<file path="src/rtl/ppi_mac_tdm.sv">
// Time-division polyphase interpolator: each accepted sample produces L outputs, one per
// phase, from a single shared multiply-accumulate pass over the K-deep delay line.
module ppi_mac_tdm #(
    parameter int gp_data_width           = 8,
    parameter int gp_coeff_width          = 8,
    parameter int gp_interpolation_factor = 4,
    parameter int gp_taps_per_phase       = 4,
    parameter logic [gp_interpolation_factor*gp_taps_per_phase*gp_coeff_width-1:0] gp_coeff =
        128'h100F0E0D0C0B0A090807060504030201,
    parameter int gp_out_width            = 16,
    parameter int gp_out_shift            = 0,
    parameter int gp_round                = 0,
    parameter int gp_saturate             = 1
) (
    input  logic                                       i_clk,
    input  logic                                       i_rst_an,
    input  logic                                       i_ena,
    input  logic                                       i_valid,
    input  logic signed [gp_data_width-1:0]            i_data,
    output logic                                       o_ready,
    output logic                                       o_valid,
    output logic signed [gp_out_width-1:0]             o_data,
    output logic [$clog2(gp_interpolation_factor)-1:0] o_phase
);

    localparam int L     = gp_interpolation_factor;
    localparam int K     = gp_taps_per_phase;
    localparam int DW    = gp_data_width;
    localparam int CW    = gp_coeff_width;
    localparam int OW    = gp_out_width;
    localparam int PW    = $clog2(L);
    localparam int ACC_W = DW + CW + $clog2(K);
    // One spare bit so the rounding constant can never overflow the accumulator.
    localparam int SUM_W = ACC_W + 32'sd1;
    localparam int EXT_W = (SUM_W > OW) ? SUM_W : OW;
    localparam int RND_SHIFT = (gp_out_shift > 32'sd0) ? (gp_out_shift - 32'sd1) : 32'sd0;

    localparam logic [PW-1:0] LAST_PHASE = PW'(L - 32'sd1);
    localparam logic signed [SUM_W-1:0] RND_C =
        ((gp_round != 32'sd0) && (gp_out_shift > 32'sd0)) ?
        ({{(SUM_W-1){1'b0}}, 1'b1} << RND_SHIFT) : {SUM_W{1'b0}};
    localparam logic [EXT_W-1:0] SAT_MAX_U = {1'b0, {(EXT_W-1){1'b1}}} >> (EXT_W - OW);
    localparam logic signed [EXT_W-1:0] SAT_MAX = SAT_MAX_U;
    localparam logic signed [EXT_W-1:0] SAT_MIN = ~SAT_MAX_U;

    typedef enum logic [0:0] {
        ST_IDLE = 1'b0,
        ST_RUN  = 1'b1
    } state_t;

    state_t                   state_r;
    state_t                   state_nxt_s;
    logic [PW-1:0]            phase_r;
    logic [PW-1:0]            phase_nxt_s;
    logic                     run_s;
    logic                     ready_s;
    logic                     accept_s;
    logic signed [DW-1:0]     x_r [K];
    logic signed [ACC_W-1:0]  acc_s;
    logic signed [SUM_W-1:0]  sum_s;
    logic signed [SUM_W-1:0]  shifted_s;
    logic signed [EXT_W-1:0]  ext_s;
    logic signed [OW-1:0]     result_s;
    logic                     valid_r;
    logic signed [OW-1:0]     data_r;
    logic [PW-1:0]            phase_out_r;

    assign ready_s  = i_ena & i_rst_an &
                      ((state_r == ST_IDLE) | ((state_r == ST_RUN) & (phase_r == LAST_PHASE)));
    assign accept_s = i_valid & ready_s;
    assign o_ready  = ready_s;
    assign o_valid  = valid_r;
    assign o_data   = data_r;
    assign o_phase  = phase_out_r;

    // State and phase register.
    always_ff @(posedge i_clk or negedge i_rst_an) begin
        if (!i_rst_an) begin
            state_r <= ST_IDLE;
            phase_r <= {PW{1'b0}};
        end else begin
            state_r <= state_nxt_s;
            phase_r <= phase_nxt_s;
        end
    end

    // Next-state logic; run_s marks an edge that emits an output.
    always_comb begin
        state_nxt_s = state_r;
        phase_nxt_s = phase_r;
        run_s       = 1'b0;
        if (i_ena) begin
            case (state_r)
                ST_IDLE: begin
                    if (accept_s) begin
                        state_nxt_s = ST_RUN;
                        phase_nxt_s = {PW{1'b0}};
                    end else begin
                        state_nxt_s = ST_IDLE;
                    end
                end
                ST_RUN: begin
                    run_s = 1'b1;
                    if (phase_r == LAST_PHASE) begin
                        phase_nxt_s = {PW{1'b0}};
                        state_nxt_s = accept_s ? ST_RUN : ST_IDLE;
                    end else begin
                        phase_nxt_s = phase_r + {{(PW-1){1'b0}}, 1'b1};
                    end
                end
                default: begin
                    state_nxt_s = ST_IDLE;
                    phase_nxt_s = {PW{1'b0}};
                end
            endcase
        end else begin
            state_nxt_s = state_r;
        end
    end

    // Delay line, x_r[0] holds the newest sample.
    always_ff @(posedge i_clk or negedge i_rst_an) begin
        if (!i_rst_an) begin
            for (int k = 0; k < K; k++) begin
                x_r[k] <= {DW{1'b0}};
            end
        end else if (accept_s) begin
            for (int k = K - 1; k > 0; k--) begin
                x_r[k] <= x_r[k-1];
            end
            x_r[0] <= i_data;
        end else begin
            for (int k = 0; k < K; k++) begin
                x_r[k] <= x_r[k];
            end
        end
    end

    // Phase-selected dot product, then round, shift and saturate/wrap.
    always_comb begin
        acc_s = {ACC_W{1'b0}};
        for (int k = 0; k < K; k++) begin
            acc_s = acc_s + (ACC_W'(x_r[k]) *
                             ACC_W'($signed(gp_coeff[(k*L + int'(phase_r))*CW +: CW])));
        end
        sum_s     = SUM_W'(acc_s) + RND_C;
        shifted_s = sum_s >>> gp_out_shift;
        ext_s     = EXT_W'(shifted_s);
        if (gp_saturate != 32'sd0) begin
            if (ext_s > SAT_MAX) begin
                result_s = SAT_MAX[OW-1:0];
            end else if (ext_s < SAT_MIN) begin
                result_s = SAT_MIN[OW-1:0];
            end else begin
                result_s = ext_s[OW-1:0];
            end
        end else begin
            result_s = ext_s[OW-1:0];
        end
    end

    // Output registers; data and phase hold whenever no output is emitted.
    always_ff @(posedge i_clk or negedge i_rst_an) begin
        if (!i_rst_an) begin
            valid_r     <= 1'b0;
            data_r      <= {OW{1'b0}};
            phase_out_r <= {PW{1'b0}};
        end else if (run_s) begin
            valid_r     <= 1'b1;
            data_r      <= result_s;
            phase_out_r <= phase_r;
        end else begin
            valid_r     <= 1'b0;
            data_r      <= data_r;
            phase_out_r <= phase_out_r;
        end
    end

endmodule

</file>
<file path="config.mk">
export PLATFORM = sky130hd
export DESIGN_NAME = ppi_mac_tdm
export DESIGN_NICKNAME = d
export VERILOG_FILES = /design/src/rtl/ppi_mac_tdm.sv
export SDC_FILE = /design/constraint.sdc
export NUM_CORES = 1
export LEC_CHECK = 0
export CAP_MARGIN = 20
export CORE_MARGIN = 2
export CORE_UTILIZATION = 46
export DETAILED_ROUTE_END_ITERATION = 16
export PLACE_DENSITY_LB_ADDON = 0.3
export SLEW_MARGIN = 40
export SYNTH_ARGS = -nofsm -noshare
export SYNTH_HDL_FRONTEND = slang
export SYNTH_SLANG_ARGS = --single-unit
</file>
<file path="constraint.sdc">
create_clock -name i_clk -period 6.8 [get_ports i_clk]
set_input_delay 1.02 -clock i_clk [delete_from_list [all_inputs] [get_ports i_clk]]
set_output_delay 1.02 -clock i_clk [all_outputs]
set_load 0.005 [all_outputs]
</file>
[Yosys cells after proc, flatten, opt, wreduce, memory -nomap -nowiden]
Index checks and enable logic that the tools add are counted.
Operators by class
  $add $sub $neg: 7
  $mul: 4
  order comparisons: 2
  equality and inequality tests: 2
  shift operators: 4
  muxes and demuxes: 11
  bitwise logic cells: 6
  reduce and logical (&&, ||, !) cells: 1
Operator list (count)
  $shiftx A128 B9 Y8 const A: 2
  $shiftx A128 B6 Y8 const A: 1
  $shiftx A128 B8 Y8 const A: 1
  $mul A8 B8 Y16: 4
  $mux W16: 2
  $add A17 B16 Y18: 1
  $add A18 B16 Y18: 1
  $gt A18 B16 Y1 const B: 1
  $lt A18 B16 Y1 const B: 1
  $add A16 B16 Y17: 1
  $add A4 B2 Y5 const A: 2
  $mux W1: 5
  $add A3 B2 Y4 const A: 1
  $and A1 B1 Y1: 4
  $mux W2: 2
  $pmux W2 S2: 1
  $add A2 B1 Y2 const B: 1
  $eq A2 B2 Y1 const B: 1
  $ne A2 B2 Y1 const B: 1
  $pmux W1 S2: 1
  $reduce_and A2 Y1: 1
  $not A1 Y1: 1
  $or A1 B1 Y1: 1
Storage, ports and cells
  register bits after elaboration: 54
  input port bits: 12
  output and inout bits: 20
  word-level logic and storage cells: 46

[Longest topological paths before layout]
Gate-level depths: netlist of the first run.
  depth after elaboration: 9
  gate-level depth with buffers: 30
  gate-level depth less buffers: 27

[Worst setup path after synthesis of the first run]
No wires, ideal clock.
  path kind: flip-flop to flip-flop
  start: reg phase_r[0]
  end: reg data_r[10] (netlist: o_data[10])
  library setup time: 121 ps
  arrival: 7320 ps
  required time: 6679 ps
  path slack: -641 ps
  cell stages (with the launch flop): 27
  buffers on the path: 2
  cell sequence: dfrtp_1 > inv_1 > ha_1 > or2_2 > clkbuf_1 > and2_1 > fa_1 > fa_1 > inv_1 > fa_1 > inv_1 > fa_1 > fa_1 > fa_1 > fa_1 > inv_1 > fa_1 > inv_1 > ha_1 > a21o_1 > a21oi_2 > a21oi_2 > o41ai_4 > xor2_1 > buf_4 > a21oi_1 > a22o_1
Between the ends
  cells in the longest elaborated chain, start to end: 9
  elaborated cells on any way between the ends: 18
  those cells by class: add/sub (6); mul (4); order compare (2); shift (4); mux (2)
RTL lines
  start: declaration: RTL line 53  | logic [PW-1:0] phase_r;
  start signal: assignment: RTL line 80  | phase_r <= {PW{1'b0}};
  start signal: assignment: RTL line 83  | phase_r <= phase_nxt_s;
  $add A3 B2 Y4: RTL line 144  | ACC_W'($signed(gp_coeff[(k*L + int'(phase_r))*CW +: CW])));
  $shiftx A128 B8 Y8: RTL line 144
  $mul A8 B8 Y16: RTL line 143  | acc_s = acc_s + (ACC_W'(x_r[k]) *
  $add A16 B16 Y17: RTL line 143
  $add A17 B16 Y18: RTL line 143
  $add A18 B16 Y18 (*): RTL line 143
  $lt A18 B16 Y1: RTL line 152  | end else if (ext_s < SAT_MIN) begin
  $mux W16: RTL line 152
  $mux W16 (*): RTL line 150  | if (ext_s > SAT_MAX) begin
  end signal: assignment: RTL line 166  | data_r <= {OW{1'b0}};
  end signal: assignment: RTL line 170  | data_r <= result_s;
  end signal: assignment: RTL line 174  | data_r <= data_r;
  end: declaration: RTL line 65  | logic signed [OW-1:0] data_r;
Every way passes the cells marked *; elsewhere a longest branch is shown, timed or not.
A chain may end at the register's enable or synchronous reset.

[Worst setup path in the final report of the first run]
  start: reg phase_r[1]
  end: reg data_r[10] (netlist: o_data[10])
Same word-level chain as after synthesis.

==> run metrics, run 1 <==
outcome=finished, violations left; failing checks=setup timing; mapped cell area=0.00927 mm²; Cell Rows=51; Slew headroom=0.575; worst slew pin tran=0.635 ns; Ant. Diodes=0; CTS buffer count=5; R2R Path End=o_data[10]; GP Congestion=0.883; Max Cap Viol=0; FFs w/ async S/R, synth=1.00; DRT antenna net count=0; CTS tree=yes; vias in the first global route=6,972; Worst Setup End Kind=flip-flop; Critical path origin=phase_r[1]; Initial Util=0.473; layout net count=between 1k and 1.5k; initial antenna violation count=0; routed vias/inst=4.86; Post-Syn Instances=963; clock-pin slew on the worst setup and hold paths=approximately 0.080 ns; die area=0.0213 mm²; min Tclk post-route=just over 7 ns; Hold Path Class=flip-flop to flip-flop; RSZ-0062 raised after global routing=true; endpoints failing setup=16; Top FF cell, synth=dfrtp_1; DR WL/cell=15.5 µm; Fmax=~140 MHz; Die Y-Extent=approximately 150 µm; syn_nets=1,265; TritonCTS Sinks=54; share of cells above drive strength 1=0.207; Port-buffer cells=31; final clock period utilization by the worst path=1.06; Slew Limit Fails=0; setup TNS=-6.30 ns; Remaining DRCs=0; vias=6,561; Worst Setup EP=o_data[10]; core outline area=0.0196 mm²; Iter 0 DRT Violations=around 290; cell at the root of the clock tree=clkbuf_16; r2r startpoint=phase_r[1]; Synth cell types=54; largest net degree at the start of global routing=55; DP Wirelength=16,900 µm; Final Util=0.574; sequential-to-total area share from yosys stat=0.146; Fin. Hold Viols=0; worst-path fanout max=6; post-route worst setup slack=-0.425 ns; DRT Wirelength=between 20,000 and 25,000 µm; deepest clock path buffer count=2; worst path required time=7.01 ns; DRT Pass-1 Iters=5; first-pass GRT wire length=35,600 µm; GR Overflow Total=0; clk_lat worst skew=between 0.3 and 0.4 ns; EDFF count, synth=0; reg2reg path depth=27; startpoint types=flip-flop; clock skew=0.00558 ns; Synth Register Bits=54; Die X=146 µm; Setup CP Type=flip-flop to flip-flop; Arr. time, crit path=7.43 ns; GRT Total Usage=0.210; Non-Filler Instances=1,350; synthesis warning total=0; Top Ports=32; Post-Place Cells=1,317; Hold Buf Count CTS=0; Reg2Reg Setup Slack=-0.42 ns; htree depth=2; synthesis-to-finish area growth=21.3%; post-synthesis area per instance=approximately 9.6 µm²
[logic make-up (layout without fill, tap and decap cells)]
family	count (synthesis)	after routing	share of synthesized area
and+or+nand+nor	189	189	0.110
adders and majority gates	290	290	0.506
muxes	31	31	0.0374
xor gates and xnor gates	12	12	0.0113
DFF	54	54	0.146
buffers and inverters	288	410	0.118
AOI/OAI and AO/OA	99	99	0.0719
[worst max-delay path, cell delays in order (launching register included)]
cell	delay, ns
dfrtp_2	0.44
inv_2	0.07
ha_4	0.16
or2_4	0.27
and2_4	0.19
buf_6	0.11
fa_1	0.46
fa_1	0.49
inv_1	0.05
fa_1	0.47
inv_1	0.05
fa_1	0.49
fa_1	0.46
fa_1	0.52
fa_1	0.50
inv_1	0.05
fa_1	0.50
inv_2	0.05
ha_4	0.22
a21o_1	0.20
a21oi_4	0.19
a21oi_4	0.09
o41ai_4	0.37
xor2_2	0.17
buf_6	0.14
buf_6	0.12
a21oi_1	0.06
a22o_1	0.22
[Yosys cell counts, types with 8 or more instances]
cell	n	area (µm²)
a21o_1	8	60.1
a21oi_1	27	135
a22o_1	10	87.6
and2_1	76	475
clkbuf_1	15	56.3
dfrtp_1	54	1350
fa_1	141	2820
ha_1	149	1860
inv_1	264	991
mux2_2	29	327
nand2_1	52	195
nand2b_1	10	62.6
nor2_1	18	67.6
nor2b_1	13	81.3
o21ai_0	14	70.1
o21ai_1	13	65.1
xnor2_1	10	87.6
[cell type report]
class | instances | area (µm²)
repair buffers | 138 | 1180
well taps | 265 | 332
clock buffers | 5 | 125
fillers | 1672 | 8340
inverters | 264 | 991
flip-flops and latches | 54 | 1350
multi-input cells | 621 | 7240
clock inverters | 3 | 25.0
[through the flow]
step | cell area (µm²) | hold slack [ns] | setup WS (ns)
floorplan | 9420 | 0.473 | -0.201
global placement | 10600 | 0.472 | -0.412
detailed placement | 10600 | 0.478 | -0.461
CTS | 10900 | 0.501 | -0.355
global route | 11200 | 0.526 | -0.652
finish | 11200 | 0.498 | -0.425
[registers in the layout (all words and copies together), names as in the netlist]
register and cells:
x_r 32, o_data 16, phase_r 2, o_phase 2, state_r 1, o_valid 1
[layout by cell type, fill, tap and decap left out, types with 3 or more instances in the layout]
master and instances:
mux2_2 29, nor2b_1 13, nand2b_1 8, inv_1 256
a22o_1 10, fa_1 133, clkdlybuf4s50_1 30, buf_6 12
inv_2 8, fa_2 8, a21oi_1 17, buf_4 93
o211ai_1 5, o21ai_0 9, o21ai_2 7, nand2_2 4
clkbuf_16 5, nand3_1 3, a21o_1 8, nor2_1 18
and2_1 74, dfrtp_1 53, ha_1 136, a21oi_2 8
ha_4 12, a21oi_4 4, nand2_1 48, xnor2_1 10
o21ai_1 10
[how the worst min path moves through the flow]
stage / cells after the start / slack [ns] / from / to
final: 2 / 0.50 / o_data[4] / o_data[4]
after global routing: 2 / 0.53 / o_data[15] / o_data[15]
after CTS: 2 / 0.50 / o_data[15] / o_data[15]
after detailed placement: 2 / 0.48 / o_data[1] / o_data[1]
after global placement: 2 / 0.47 / o_phase[0] / o_phase[0]
after floorplan: 2 / 0.47 / o_data[0] / o_data[0]
[metal layers]
layer | vias up | GRT usage | wire length, µm
li1 | 3193 | - | -
met3 | 27 | 0.0197 | 503
met4 | 0 | 0.0549 | 421
met2 | 90 | 0.345 | 10000
met5 | - | 0 | 0
met1 | 3251 | 0.299 | 9940
[timing repair]
item                       in CTS  in global routing
buffers inserted                7                 15
gates cloned                    0                  3
hold endpoints to repair        0                  0
resized for setup              35                 50
pin swaps                      19                 74
setup endpoints to repair      16                 16
Power of run 1 is left out: the tool's default activity adds up to more than one toggle a clock period on the data nets, which glitch-free logic cannot reach.
==> inputs of run 2 (changes only) <==
PLACE_DENSITY = 0.77   (was not set)
PLACE_DENSITY_LB_ADDON = not set   (was 0.3)
==> run metrics, run 2 (synthesized netlist as in run 1, its figures left out) <==
commonest non-fill, non-tap cell in the layout=inv_1; Fin. Hold Viols=0; routed vias/inst=about 5; Cell Rows=51; Arr. time, crit path=roughly 7.5 ns; Max Cap Viol=0; worst slew pin tran=just over 0.7 ns; clk_lat worst skew=0.31 ns; share of cells above drive strength 1=0.207; Hold Path Class=flip-flop to flip-flop; failing checks=setup timing; DR WL/cell=16.0 µm; fillcell total=1,593; Final Util=0.573; Fin Hold WS=0.499 ns; synthesis-to-finish area growth=21.0%; Port-buffer cells=31; layout net count=1,383; CTS tree=yes; htree depth=2; Setup CP Type=flip-flop to flip-flop; GP Congestion=a little under 0.9; Initial Util=0.473; Fmax=138 MHz; startpoint types=flip-flop; Die X=roughly 150 µm; first-pass GRT wire length=between 30,000 and 40,000 µm; Worst Setup End Kind=flip-flop; CTS buffer count=5; vias=6,723; cell at the root of the clock tree=clkbuf_16; min Tclk post-route=7.26 ns; worst-path fanout max=5; Slew headroom=0.522; DP Wirelength=17,200 µm; Die Y-Extent=between 100 and 150 µm; Hold Buf Count CTS=0; DP Worst Slack=-0.658 ns; Top Ports=32; DRT antenna net count=0; post-route worst setup slack=-0.461 ns; DRT Pass-1 Iters=4; max reg flops=32; clock-pin slew on the worst setup and hold paths=around 0.080 ns; die area=0.0213 mm²; register name with the most flops=x_r; Remaining DRCs=0; deepest clock path buffer count=2; Reg2Reg Setup Slack=-0.46 ns; RSZ-0062 raised after global routing=true; largest net degree at the start of global routing=56; final clock period utilization by the worst path=1.07; Iter 0 DRT Violations=between 300 and 400; Ant. Diodes=0; outcome=finished, violations left; DRT Wirelength=21,600 µm; clock skew=a little over 0.009 ns; initial antenna violation count=0; core outline area=between 0.015 and 0.02 mm²; Slew Limit Fails=0; worst path required time=~7 ns; GR Overflow Total=0; commonest non-fill, non-tap cells in the layout=254 x inv_1, 137 x ha_1, 132 x fa_1; TritonCTS Sinks=54; GRT Total Usage=0.219; endpoints failing setup=16; vias in the first global route=a little under 8k
-- run 2: critical path, cell delays in order (launching register included) --
cell     delay (ns)
dfrtp_2        0.44
inv_2          0.09
ha_4           0.23
buf_12         0.13
buf_6          0.10
and2_4         0.15
fa_1           0.50
fa_1           0.56
inv_2          0.04
fa_1           0.51
inv_2          0.04
fa_1           0.52
fa_1           0.44
fa_1           0.51
fa_1           0.51
inv_1          0.06
fa_1           0.50
inv_2          0.05
ha_4           0.24
a21o_1         0.20
a21oi_4        0.17
a21oi_4        0.09
buf_4          0.15
or4_4          0.48
a21oi_2        0.15
o21ai_1        0.09
a22o_1         0.20
-- run 2: final cells by class --
class / count / area (µm²) / area share
multi-input cells: 621 / 7220 / 0.644
clock inverters: 3 / 26.3 / 0.00234
well taps: 265 / 332 / 0.0296
repair buffers: 135 / 1170 / 0.105
inverters: 264 / 991 / 0.0883
clock buffers: 5 / 125 / 0.0112
flip-flops and latches: 54 / 1350 / 0.121
-- run 2: per-stage QoR --
step                instances  area, µm²  TNS (ns)
CTS                      1341      11000     -7.13
global placement         1315      10600     -7.93
detailed placement       1315      10600     -9.62
floorplan                 963       9420     -2.89
finish                   1347      11200     -6.25
global route             1347      11200     -9.86
-- run 2: layer usage --
layer | global-route usage | wire, µm | vias up | part of all wire
met1 | 0.278 | 9130 | 3375 | 0.42
met2 | 0.389 | 11200 | 124 | 0.52
li1 | - | - | 3183 | -
met3 | 0.0216 | 683 | 41 | 0.032
met4 | 0.0752 | 518 | 0 | 0.024
met5 | 0 | 0 | - | 0
-- run 2: final timing paths --
check | startpoint | endpoint | cells past startpoint
min in group asynchronous | i_rst_an | x_r[7] | 2
setup / recovery | phase_r[1] | o_data[13] | 26
hold reg to reg | o_data[3] | o_data[3] | 2
setup reg to reg | phase_r[1] | o_data[13] | 26
max in group asynchronous | i_rst_an | phase_r[1] | 2
hold / removal | o_data[3] | o_data[3] | 2
-- run 2: timing repair --
item,CTS,global route
setup endpoints to repair,16,16
cloned,3,0
resized for setup,42,46
setup buffers,15,6
pin swaps,48,37
Power of run 2 is left out for the same reason.
==> inputs of run 3 (changes only) <==
CORE_UTILIZATION = 50   (was 46)
PLACE_DENSITY = 0.82   (was 0.77)
==> run metrics, run 3 (synthesized netlist as in run 1, its figures left out) <==
Fmax=approximately 140 MHz; Die X=roughly 140 µm; reg2reg path depth=26; Non-Filler Instances=1,312; htree depth=2; CTS buffer count=5; Port-buffer cells=31; CTS tree=yes; first-pass GRT wire length=around 39,000 µm; worst-path fanout max=7; register name with the most flops=x_r; clock skew=0.00839 ns; Remaining DRCs=0; DP Wirelength=between 15,000 and 20,000 µm; R2R Path End=o_data[6]; routed vias/inst=5.36; Hold Buf Count CTS=0; RSZ-0062 raised after global routing=true; DRT antenna net count=0; DR WL/cell=roughly 18 µm; initial antenna violation count=0; final clock period utilization by the worst path=1.08; GR Overflow Total=0; Worst Setup End Kind=flip-flop; max incr delay on CP=0.58 ns; Initial Util=0.513; clk_lat worst skew=between 0.3 and 0.4 ns; core outline area=0.0181 mm²; Reg2Reg Setup Slack=-0.57 ns; Hold Path Sink=o_phase[0]; TritonCTS Sinks=54; worst slew pin tran=0.717 ns; clock-pin slew on the worst setup and hold paths=about 0.080 ns; vias=about 7.0k; cell at the root of the clock tree=clkbuf_16; GP Congestion=between 0.8 and 0.9; hold path start=o_phase[0]; die area=0.0196 mm²; min Tclk post-route=7.37 ns; Hold Path Class=flip-flop to flip-flop; startpoint types=flip-flop; Arr. time, crit path=7.57 ns; Fin. Hold Viols=0; DRT Pass-1 Iters=7; post-route worst setup slack=-0.566 ns; Max Cap Viol=0; Slew Limit Fails=0; outcome=finished, violations left; vias in the first global route=7,904; CP dominant cell by count=fa_1; commonest non-fill, non-tap cells in the layout=253 x inv_1, 134 x ha_1, 129 x fa_1; Post-Place Cells=1,274; commonest non-fill, non-tap cell in the layout=inv_1; hold path depth=2; largest net degree at the start of global routing=56; DRT Wirelength=~24,000 µm; worst path required time=7.01 ns; Slew headroom=0.518; deepest clock path buffer count=2; layout net count=between 1k and 1.5k; failing checks=setup timing; endpoints failing setup=16; Top Ports=32; max reg flops=32; synthesis-to-finish area growth=20.8%; GRT Total Usage=0.254; Cell Rows=49; r2r startpoint=phase_r[0]; worst-path cell with the longest stage delay=fa_1; Setup CP Type=flip-flop to flip-flop; Die Y-Extent=~140 µm; share of cells above drive strength 1=0.212; Iter 0 DRT Violations=435; Ant. Diodes=0
-- run 3: worst max-delay path, delay by kind of cell, from the launching register on --
| kind | cells | cell delay [ns] |
|---|---|---|
| AO/OA/AOI/OAI | 6 | 1.10 |
| buffers and inverters | 7 | 0.62 |
| adder cells (fa/ha/maj) | 10 | 4.47 |
| XOR/XNOR | 1 | 0.19 |
| AND/OR/NAND/NOR | 2 | 0.48 |
| flip-flops | 1 | 0.40 |
-- run 3: area by class of cell --
type | instances | area (µm²)
clock inverters | 2 | 17.5
inverters | 264 | 991
repair buffers | 136 | 1130
clock buffers | 6 | 139
well taps | 229 | 287
multi-input cells | 621 | 7290
flip-flops and latches | 54 | 1350
fillers | 1327 | 6880
-- run 3: repair_timing --
item                       4_1_cts  5_1_grt
gates resized for setup         61       34
buffers inserted                17       10
setup endpoints to repair       16       16
gates cloned                     3        1
pin swaps                       57       41
-- run 3: per-stage QoR --
step	utilization	setup WS, ns	hold slack [ns]	area (µm²)	TNS (ns)
2_1_floorplan	-	-0.201	0.473	9420	-2.89
3_5_place_dp	0.578	-0.644	0.484	10500	-8.68
5_1_grt	0.619	-0.731	0.533	11200	-10.70
6_report	0.619	-0.566	0.497	11200	-7.95
4_1_cts	0.610	-0.333	0.501	11000	-5.10
3_3_place_gp	0.578	-0.434	0.466	10500	-6.00
-- run 3: routing by layer --
| layer | up-vias | routed length (µm) | track usage |
|---|---|---|---|
| met4 | 0 | 765 | 0.0813 |
| met1 | 3579 | 9640 | 0.316 |
| met2 | 200 | 12400 | 0.456 |
| met5 | - | 0 | 0 |
| li1 | 3190 | - | - |
| met3 | 67 | 971 | 0.0356 |
-- run 3: how the worst max path moves through the flow --
stage	start	end	slack [ns]
after floorplan	phase_r[0]	o_data[13]	-0.20
after global placement	phase_r[0]	o_data[4]	-0.43
after detailed placement	phase_r[0]	o_data[1]	-0.64
after CTS	phase_r[1]	o_data[9]	-0.33
after global routing	phase_r[0]	o_data[6]	-0.73
final	phase_r[0]	o_data[6]	-0.57
Power of run 3 is left out for the same reason.
